`config.mk`:
```
export PLATFORM = sky130hd
export DESIGN_NAME = gpio_input_conditioner_flat
export DESIGN_NICKNAME = d
export VERILOG_FILES = /design/src/rtl/gpio_input_conditioner_if.sv /design/src/rtl/gpio_input_conditioner.sv /design/src/flat_wrapper.sv
export SDC_FILE = /design/constraint.sdc
export NUM_CORES = 1
export LEC_CHECK = 0
export CAP_MARGIN = 40
export CORE_ASPECT_RATIO = 0.5
export CORE_UTILIZATION = 57
export CTS_CLUSTER_SIZE = 24
export DETAILED_ROUTE_END_ITERATION = 6
export PLACE_DENSITY_LB_ADDON = 0.12
export SKIP_LAST_GASP = 1
export SYNTH_ARGS = -nofsm -noshare
export SYNTH_HDL_FRONTEND = slang
export SYNTH_SLANG_ARGS = --single-unit
```
`constraint.sdc`:
```
create_clock -name sys_clock -period 2.7 [get_ports sys_clock]
set_clock_uncertainty 0.1 [all_clocks]
set_input_delay 0.54 -clock sys_clock [delete_from_list [all_inputs] [get_ports sys_clock]]
set_output_delay 0.54 -clock sys_clock [all_outputs]
set_load 0.02 [all_outputs]
```
`src/rtl/gpio_input_conditioner_if.sv`:
```
// Event stream between the input conditioner (master) and its consumer (slave).
// Carries the FIFO head, the consumer's accept strobe and the sticky overflow flag.
interface gpio_input_conditioner_if #(
   parameter int unsigned CH_W = 5
) ();
   logic            evt_valid;
   logic [CH_W:0]   evt_data;
   logic            evt_ready;
   logic            evt_overflow;

   modport master (
      output evt_valid,
      output evt_data,
      output evt_overflow,
      input  evt_ready
   );

   modport slave (
      input  evt_valid,
      input  evt_data,
      input  evt_overflow,
      output evt_ready
   );
endinterface

```
`src/rtl/gpio_input_conditioner.sv`:
```
// GPIO front end: 2-FF sync, per-channel debounce, edge pulses, sticky pending bits and irq.
// Define EVENT_FIFO_EN to add the per-channel event queue feeding a first-word-fall-through FIFO.
module gpio_input_conditioner #(
   parameter int unsigned N_CH       = 20,
   parameter int unsigned DB_CYCLES  = 100000,
   parameter int unsigned FIFO_DEPTH = 8
) (
   input  logic                sys_clock,
   input  logic                reset,
   input  logic [N_CH-1:0]     din,
   input  logic [2*N_CH-1:0]   edge_mode,
   input  logic [N_CH-1:0]     irq_en,
   input  logic [N_CH-1:0]     pend_clr,
   output logic [N_CH-1:0]     db_out,
   output logic [N_CH-1:0]     rise_pulse,
   output logic [N_CH-1:0]     fall_pulse,
   output logic [N_CH-1:0]     pending,
   output logic                irq,
   gpio_input_conditioner_if.master evt_if
);
   localparam int unsigned CH_W  = (N_CH > 1) ? $clog2(N_CH) : 1;
   localparam int unsigned CNT_W = $clog2(DB_CYCLES + 1);
   localparam logic [CNT_W-1:0] CntLast = CNT_W'(DB_CYCLES - 1);

   logic [N_CH-1:0]  sync1_q, sync2_q;
   logic [N_CH-1:0]  db_q, db_d, rise_q, rise_d, fall_q, fall_d;
   logic [N_CH-1:0]  pend_q, pend_d, qual, mode_rise, mode_fall;
   logic             irq_q, irq_d;
   logic [CNT_W-1:0] cnt_q [N_CH];
   logic [CNT_W-1:0] cnt_d [N_CH];

   always_comb begin
      db_d   = db_q;
      rise_d = '0;
      fall_d = '0;
      for (int i = 0; i < N_CH; i++) begin
         cnt_d[i]     = '0;
         mode_rise[i] = edge_mode[2*i];
         mode_fall[i] = edge_mode[2*i+1];
         // Accept the new level on the cycle the count would reach DB_CYCLES.
         if (sync2_q[i] != db_q[i]) begin
            if (cnt_q[i] == CntLast) begin
               db_d[i]   = sync2_q[i];
               rise_d[i] = sync2_q[i];
               fall_d[i] = ~sync2_q[i];
            end else begin
               cnt_d[i] = cnt_q[i] + CNT_W'(1);
            end
         end
      end
      qual   = (rise_q & mode_rise) | (fall_q & mode_fall);
      pend_d = (pend_q & ~pend_clr) | qual;
      irq_d  = |(pend_q & irq_en);
   end

   always_ff @(posedge sys_clock) begin
      if (!reset) begin
         sync1_q <= '0;
         sync2_q <= '0;
         db_q    <= '0;
         rise_q  <= '0;
         fall_q  <= '0;
         pend_q  <= '0;
         irq_q   <= 1'b0;
         for (int i = 0; i < N_CH; i++) cnt_q[i] <= '0;
      end else begin
         sync1_q <= din;
         sync2_q <= sync1_q;
         db_q    <= db_d;
         rise_q  <= rise_d;
         fall_q  <= fall_d;
         pend_q  <= pend_d;
         irq_q   <= irq_d;
         for (int i = 0; i < N_CH; i++) cnt_q[i] <= cnt_d[i];
      end
   end

   assign db_out     = db_q;
   assign rise_pulse = rise_q;
   assign fall_pulse = fall_q;
   assign pending    = pend_q;
   assign irq        = irq_q;

`ifdef EVENT_FIFO_EN
   localparam int unsigned PTR_W = $clog2(FIFO_DEPTH);
   localparam int unsigned FCNT_W = PTR_W + 1;

   logic [N_CH-1:0]   req_q, req_d, redge_q, redge_d, grant;
   logic [CH_W:0]     mem_q [FIFO_DEPTH];
   logic [PTR_W-1:0]  wr_q, wr_d, rd_q, rd_d;
   logic [FCNT_W-1:0] fcnt_q, fcnt_d;
   logic              ovf_q, ovf_d, push, pop, full, empty, found;
   logic [CH_W-1:0]   grant_idx;

   always_comb begin
      empty     = (fcnt_q == '0);
      full      = (fcnt_q == FCNT_W'(FIFO_DEPTH));
      pop       = ~empty & evt_if.evt_ready;
      found     = 1'b0;
      grant_idx = '0;
      grant     = '0;
      // Descending scan so the lowest requesting index is the one left standing.
      for (int i = N_CH - 1; i >= 0; i--) begin
         if (req_q[i]) begin
            found     = 1'b1;
            grant_idx = CH_W'(i);
         end
      end
      push    = found & (~full | pop);
      req_d   = req_q;
      redge_d = redge_q;
      ovf_d   = ovf_q;
      if (push) begin
         grant[grant_idx] = 1'b1;
         req_d[grant_idx] = 1'b0;
      end
      for (int i = 0; i < N_CH; i++) begin
         if (qual[i]) begin
            if (req_q[i] && !grant[i]) ovf_d = 1'b1;
            req_d[i]   = 1'b1;
            redge_d[i] = rise_q[i];
         end
      end
      wr_d   = wr_q + PTR_W'(push);
      rd_d   = rd_q + PTR_W'(pop);
      fcnt_d = fcnt_q + FCNT_W'(push) - FCNT_W'(pop);
   end

   always_ff @(posedge sys_clock) begin
      if (!reset) begin
         req_q   <= '0;
         redge_q <= '0;
         wr_q    <= '0;
         rd_q    <= '0;
         fcnt_q  <= '0;
         ovf_q   <= 1'b0;
      end else begin
         req_q   <= req_d;
         redge_q <= redge_d;
         wr_q    <= wr_d;
         rd_q    <= rd_d;
         fcnt_q  <= fcnt_d;
         ovf_q   <= ovf_d;
      end
   end

   always_ff @(posedge sys_clock) begin
      if (push) mem_q[wr_q] <= {redge_q[grant_idx], grant_idx};
   end

   assign evt_if.evt_valid    = ~empty;
   assign evt_if.evt_data     = empty ? '0 : mem_q[rd_q];
   assign evt_if.evt_overflow = ovf_q;
`else
   localparam int unsigned unused_fifo_depth = FIFO_DEPTH;
   logic unused_evt_ready;

   assign unused_evt_ready    = evt_if.evt_ready;
   assign evt_if.evt_valid    = 1'b0;
   assign evt_if.evt_data     = '0;
   assign evt_if.evt_overflow = 1'b0;
`endif
endmodule

```
`src/flat_wrapper.sv`:
```
// flat-port wrapper written by rule: the top's interface ports become plain ports
module gpio_input_conditioner_flat 
#(
   parameter int unsigned N_CH       = 20,
   parameter int unsigned DB_CYCLES  = 100000,
   parameter int unsigned FIFO_DEPTH = 8
)
  (sys_clock, reset, din, edge_mode, irq_en, pend_clr, db_out, rise_pulse, fall_pulse, pending, irq, evt_if_evt_valid, evt_if_evt_data, evt_if_evt_overflow, evt_if_evt_ready);
  gpio_input_conditioner_if #(.CH_W((5))) evt_if_i ();
  input  logic sys_clock;
  input  logic reset;
  input  logic [N_CH-1:0] din;
  input  logic [2*N_CH-1:0] edge_mode;
  input  logic [N_CH-1:0] irq_en;
  input  logic [N_CH-1:0] pend_clr;
  output logic [N_CH-1:0] db_out;
  output logic [N_CH-1:0] rise_pulse;
  output logic [N_CH-1:0] fall_pulse;
  output logic [N_CH-1:0] pending;
  output logic irq;
  output wire logic [$bits(evt_if_i.evt_valid)-1:0] evt_if_evt_valid;
  output wire logic [$bits(evt_if_i.evt_data)-1:0] evt_if_evt_data;
  output wire logic [$bits(evt_if_i.evt_overflow)-1:0] evt_if_evt_overflow;
  input wire logic [$bits(evt_if_i.evt_ready)-1:0] evt_if_evt_ready;
  assign evt_if_evt_valid = evt_if_i.evt_valid;
  assign evt_if_evt_data = evt_if_i.evt_data;
  assign evt_if_evt_overflow = evt_if_i.evt_overflow;
  assign evt_if_i.evt_ready = evt_if_evt_ready;
  gpio_input_conditioner #(.N_CH(N_CH), .DB_CYCLES(DB_CYCLES), .FIFO_DEPTH(FIFO_DEPTH)) u_core (.sys_clock(sys_clock), .reset(reset), .din(din), .edge_mode(edge_mode), .irq_en(irq_en), .pend_clr(pend_clr), .db_out(db_out), .rise_pulse(rise_pulse), .fall_pulse(fall_pulse), .pending(pending), .irq(irq), .evt_if(evt_if_i));
endmodule
```
==> metrics.md, run 1 <==
| Metric | Value |
|---|---|
| Yosys reg bits | 461 |
| Simple-gate portion of the synthesized area | slightly above 30% |
| RSZ-0062 raised after global routing | no |
| Routed wire length | 41300 µm |
| Pleak | between 0.007 and 0.008 µW |
| Drt drc | 0 |
| Synth Warn # | 0 |
| Slew Viols, Final | 0 |
| Worst Path Class, Setup | reg -> out |
| Cell count after synthesis | around 2200 |
| Via density | about 5.5 |
| Post-synthesis mux area share | less than 1% |
| Mapped Area | 19800 µm² |
| Finished Cell Area | about 23000 µm² |
| Commonest non-fill, non-tap cells in the layout | dfxtp_1, nor2_1, clkdlybuf4s50_1 |
| CP endpoint kind | output pin |
| Inst Count DP | about 2800 |
| Die area | 35600 µm² |
| Core box area | roughly 34000 µm² |
| Largest delay share family, worst path | buffers and inverters |
| Post-synth EDFFs | 0 |
| H-tree levels | 2 |
| Crit path buf inv count | 1 |
| DRT antenna net count | 0 |
| Synth cell types | 55 |
| Setup total negative slack | 0 ps |
| Post-synthesis xor/xnor area fraction | approximately 12% |
| Critical Path AT | ~1700 ps |
| Vias in the first global route | between 10000 and 15000 |
| DRT iter0 DRCs | 982 |
| Share of cells above drive strength 1 | around 4.9% |
| Initial antenna violation count | 1 |
| Total GRT Usage | roughly 23% |
| Post-Synth Adder-Cell Area | about 1.3% |
| Reg clk slew, reported paths | about 60 ps |
| WL/cell | roughly 14 µm |
| Status | finished clean |
| CP max stage cell | clkdlybuf4s50_1 |
| Hold Fails Final Rpt | 0 |
| Syn avg cell area | about 9 µm² |
| Placer Congestion | approximately 0.83 |
| Row count | between 40 and 50 |
| TritonCTS Sinks | 461 |
| Max clock buf depth | 3 |
| Largest net degree at the start of global routing | 29 |
| Detailed placer's ending HPWL | between 20000 and 30000 µm |
| Hold Path Class | reg -> reg |
| Worst-margin pin slew | 622 ps |
| Clk Latency, worst-skew pair | about 550 ps |
| CTS resizes | 0 |
| Setup repair bufs after CTS | 0 |
| Layout net count | between 2000 and 3000 |
| Final setup fails | 0 |
| CTS Hold Bufs | 0 |
| Total number of vias | about 16000 |
| Router iterations before antenna repair | 6 |
| CP cell instances | clkdlybuf4s50_1 |
| Worst IR drop on VDD | 0.000531 V |
| CP required | between 2000 and 2500 ps |
| Root buffer cell | clkbuf_16 |
| Crit-path max FO | 3 |
| R2R Setup Slk | between 400 and 500 ps |
| FF+latch area | between 9000 and 10000 µm² |
| Commonest non-fill, non-tap cell in the layout | dfxtp_1 |
| Fmax | ~0.42 GHz |
| FILL cells | roughly 2700 |
| First-pass GRT wire length | approximately 70000 µm |
| Max cap viols | 0 |
| Cts bufs inserted | 40 |
| Multi-input gate area | 9870 µm² |
| I/O pin total | 192 |
| Critical Path Max Stage Delay | about 700 ps |
| Starting Density | 59.0% |
| Seq/Total Area, Yosys | a little under half |
| I/O Buffers | approximately 180 |
| GRT overflow | 0 |
| Post-synth top flop | dfxtp_1 |
| TritonCTS clock tree | done |
| PwrDens | 554 nW/µm² |
| Area Overhead vs Synth | 17.3% |
| Area post-placement | between 20000 and 25000 µm² |
| Synth async-reset ratio | 0% |
| Max_slew headroom | around 60% |
| Die Span Y | 134 µm |
| Non-filler cells, final | around 2900 |
| Critical Path Start Type | register |
| Final critical-path required period | approximately 2400 ps |
| Synth Area in Compound Gates | under 10% |
| Tcrit/Tclk final | ~90% |
| Die X | 266 µm |
| Ant. Diodes | 0 |
| Largest family of logic cells by synthesized area | simple AND/OR/NAND/NOR gates |
[synthesized netlist by cell type (all sizes together) (24+ instances only)]
cell / count / share of area [%]
buf: 46 / 1.6
inv: 88 / 1.7
and4: 24 / 1.1
nor4: 105 / 3.6
nand2: 99 / 1.9
or4: 39 / 1.6
a21oi: 40 / 1.0
nand4: 99 / 3.1
clkbuf: 33 / 0.62
nor3b: 29 / 1.1
xor2: 111 / 4.9
and3: 38 / 1.2
o21ai: 31 / 0.90
and2: 43 / 1.4
nor3: 48 / 1.2
nand3: 166 / 4.3
or3: 31 / 0.98
nor2: 356 / 6.7
xnor2: 164 / 7.2
dfxtp: 461 / 46
[layer usage]
metal / vias up / share of wire, % / GRT usage [%]
met5: - / 0 / 0
met4: 0 / 1.7 / 5.78
met3: 56 / 3.2 / 3.67
met2: 229 / 47 / 37.9
met1: 7421 / 48 / 30.6
li1: 8113 / - / -
[path summary, 6_finish.rpt]
kind                                           start                    to  cells after the start
worst min-delay path               u_core.sync1_q[9]     u_core.sync2_q[9]                      1
worst max-delay path               u_core.pending[9]            pending[9]                      1
worst max register to register  u_core.cnt_q[0][238]  u_core.cnt_q[0][241]                      5
worst min register to register     u_core.sync1_q[9]     u_core.sync2_q[9]                      1
[cell type report]
type                            count  area share (%)
Clock inverter                     10           0.462
Tap cell                          465            2.50
Clock buffer                       61            5.12
Timing Repair Buffer              202            8.46
Sequential cell                   461            39.6
Multi-Input combinational cell   1590            42.4
Inverter                           88            1.42
[sequential cells by signal, summed over array words and instances, names as in the netlist]
signal and cells:
u_core.pending 20, u_core.sync2_q 20, u_core.cnt_q 340, u_core.irq 1, u_core.db_out 20, u_core.sync1_q 20
u_core.rise_pulse 20, u_core.fall_pulse 20
[cell families (layout without fill, tap and decap cells)]
logic type	count (synthesis)	after routing
AOI/OAI and AO/OA	123	123
xor gates and xnor gates	275	275
adders and majority gates	20	20
buffers and inverters	167	361
DFF	461	461
muxes	19	19
other	1	8
and+or+nand+nor	1145	1145
[report_power, final]
group / internal [µW] / switching [µW]
sequential: 6830 / 26.6
clock: 3240 / 2490
combinational: 172 / 129
[stage by stage]
step / worst slack (ps) / util, % / hold WS [ps] / power, µW
5_1_grt: 256 / 69.2 / 345 / 13300
2_1_floorplan: 698 / - / 312 / 7140
3_3_place_gp: 544 / 65.3 / 314 / 7310
3_5_place_dp: 471 / 65.3 / 318 / 7320
6_report: 315 / 69.2 / 332 / 12900
4_1_cts: 259 / 69.2 / 331 / 13000
(Power assumes the default switching activity.)
==> run 2, diff against run 1 <==
GPL_TIMING_DRIVEN = 0   (was not set)
==> metrics.md, run 2 (same netlist as run 1, synthesis figures left out) <==
| Metric | Value |
|---|---|
| Critical Path Start Type | primary input (was register) |
| P_sw | 2720 µW (was 2650 µW) |
| TritonCTS Sinks | 461 (unchanged) |
| CP cell instances | dlygate4sd2_1 > buf_4 > buf_2 > clkbuf_2 > clkbuf_1 > buf_8 > nand2_1 > nor2_1 (was clkdlybuf4s50_1) |
| Layout net count | 2568 (was 2506) |
| Router iterations before antenna repair | 6 (unchanged) |
| Clock network fraction of total power | 45.9% (was 44.5%) |
| Initial antenna violation count | 1 (unchanged) |
| DRT antenna net count | 0 (unchanged) |
| Vias in the first global route | 14700 (was 14500) |
| Inst Count DP | 2868 (was 2806) |
| Status | finished clean (unchanged) |
| Reg power frac | 51.4% (was 53.2%) |
| I/O pin total | 192 (unchanged) |
| Starting Density | 59.0% (unchanged) |
| Sw Share | 20.4% (was 20.5%) |
| P_int | 10600 µW (was 10200 µW) |
| Clk Latency, worst-skew pair | 550 ps (about the same) |
| TritonCTS clock tree | done (unchanged) |
| Row count | 47 (unchanged) |
| Critical Path AT | 2890 ps (was 1740 ps) |
| Final critical-path required period | 2510 ps (was 2380 ps) |
| Final setup fails | 0 (unchanged) |
| Non-filler cells, final | 2937 (was 2877) |
| H-tree levels | 2 (unchanged) |
| CP required | 3070 ps (was 2060 ps) |
| PwrDens | 562 nW/µm² (was 554 nW/µm²) |
| Placer Congestion | 0.867 (was 0.835) |
| Commonest non-fill, non-tap cell in the layout | dfxtp_1 (unchanged) |
| Fmax | 0.398 GHz (was 0.419 GHz) |
| Total number of vias | 16300 (was 15800) |
| Worst-margin pin slew | 820 ps (was 622 ps) |
| Slew Viols, Final | 0 (unchanged) |
| First-pass GRT wire length | 72900 µm (was 68300 µm) |
| Hold Fails Final Rpt | 0 (unchanged) |
| Worst Path Class, Setup | in -> reg (was reg -> out) |
| Via density | 5.56 (was 5.50) |
| I/O Buffers | 182 (unchanged) |
| Combinational power share | 2.7% (was 2.3%) |
| WL/cell | 15.2 µm (was 14.4 µm) |
| Total GRT Usage | 24.8% (was 22.6%) |
| Max clock buf depth | 3 (unchanged) |
| Die Span Y | 134 µm (unchanged) |
| CP endpoint kind | register (was output pin) |
| Max_slew headroom | 45.3% (was 58.4%) |
| Detailed placer's ending HPWL | 31800 µm (was 28900 µm) |
| Util after Layout | 70.5% (was 69.2%) |
| Hold Path Class | reg -> reg (unchanged) |
| Critical Path Max Stage Delay | 500 ps (was 690 ps) |
| Pleak | 0.00748 µW (was 0.00724 µW) |
| Die X | 266 µm (unchanged) |
| Routed wire length | 44700 µm (was 41300 µm) |
| RSZ-0062 raised after global routing | no (unchanged) |
| Worst IR drop on VDD | 0.000359 V (was 0.000531 V) |
| Largest net degree at the start of global routing | 17 (was 29) |
| Die area | 35600 µm² (unchanged) |
| Max reg flops | 340 (unchanged) |
| Tcrit/Tclk final | 93.1% (was 88.3%) |
| Ant. Diodes | 0 (unchanged) |
| DRT iter0 DRCs | 1224 (was 982) |
| CP max stage cell | dlygate4sd2_1 (was clkdlybuf4s50_1) |
| Crit-path max FO | 10 (was 3) |
| GRT overflow | 0 (unchanged) |
| Reg clk slew, reported paths | 70 ps (was 60 ps) |
| Root buffer cell | clkbuf_16 (unchanged) |
| Commonest non-fill, non-tap cells in the layout | dfxtp_1, nor2_1, clkdlybuf4s50_1 (unchanged) |
| Cts bufs inserted | 40 (unchanged) |
| Drt drc | 0 (unchanged) |
| Share of cells above drive strength 1 | 6.15% (was 4.85%) |
| Most flops, register | u_core.cnt_q (unchanged) |
| Area Overhead vs Synth | 19.5% (was 17.3%) |
| Core box area | 33600 µm² (unchanged) |
| Max cap viols | 0 (unchanged) |
-- run 2: cell types whose count changed in the layout (fill, tap and decap cells not counted), moves of 4 or more --
cell,previous run,this run
bufinv_16,2,7
buf_2,0,19
clkbuf_2,0,5
clkbuf_1,11,34
clkbuf_8,9,5
buf_6,0,8
-- run 2: metal layers --
metal / routed length [µm] / vias to the layer above / global-route usage, %
li1: - / 8236 / -
met5: 0 / - / 0
met3: 1910 / 82 / 3.95
met1: 21000 / 7681 / 33.5
met2: 20700 / 332 / 40.8
met4: 1200 / 0 / 7.89
-- run 2: cell type report --
cell class | instances | area (µm²)
clock buffer | 52 | 1120
clock inverter | 17 | 269
multi-input combinational | 1590 | 9870
fill | 2694 | 9920
inverter | 88 | 330
buffer | 79 | 454
timing repair buffer | 185 | 1860
tap | 465 | 582
sequential | 461 | 9230
-- run 2: what timing repair did --
item,in CTS,in global routing
setup buffers,0,0
setup endpoints to repair,78,0
hold buffers,0,0
gates resized for setup,7,0
-- run 2: path summary, 6_finish.rpt --
check                                     startpoint  slack (ps)                   end  cells after the start
worst max-delay path                           reset         190  u_core.cnt_q[0][106]                      8
worst min-delay path              u_core.sync1_q[14]         330    u_core.sync2_q[14]                      1
worst max register to register  u_core.cnt_q[0][153]         280  u_core.cnt_q[0][167]                      7
worst min register to register    u_core.sync1_q[14]         330    u_core.sync2_q[14]                      1
-- run 2: worst max-delay path, delay by kind of cell --
family        cells  cell delay (ps)
buf+inv           6             2110
simple gates      2              200
-- run 2: stage by stage --
step | hold WS (ps) | setup WS, ps | TNS, ps | instance area [µm²] | power, µW
2_1_floorplan | 312 | 698 | 0 | 19900 | 7140
3_3_place_gp | 316 | -1300 | -137260 | 22300 | 7360
3_5_place_dp | 318 | -1070 | -126990 | 22300 | 7370
4_1_cts | 335 | 193 | 0 | 23700 | 13500
5_1_grt | 345 | 134 | 0 | 23700 | 13800
6_report | 332 | 185 | 0 | 23700 | 13300
-- run 2: power by group through the flow --
stage | Clock [µW] | Sequential [µW] | Combinational [µW]
floorplan | 0 | 7010 | 133
global placement | 0 | 7010 | 344
detailed placement | 0 | 7020 | 354
CTS | 6240 | 6860 | 358
global route | 6550 | 6860 | 382
finish | 6120 | 6860 | 356
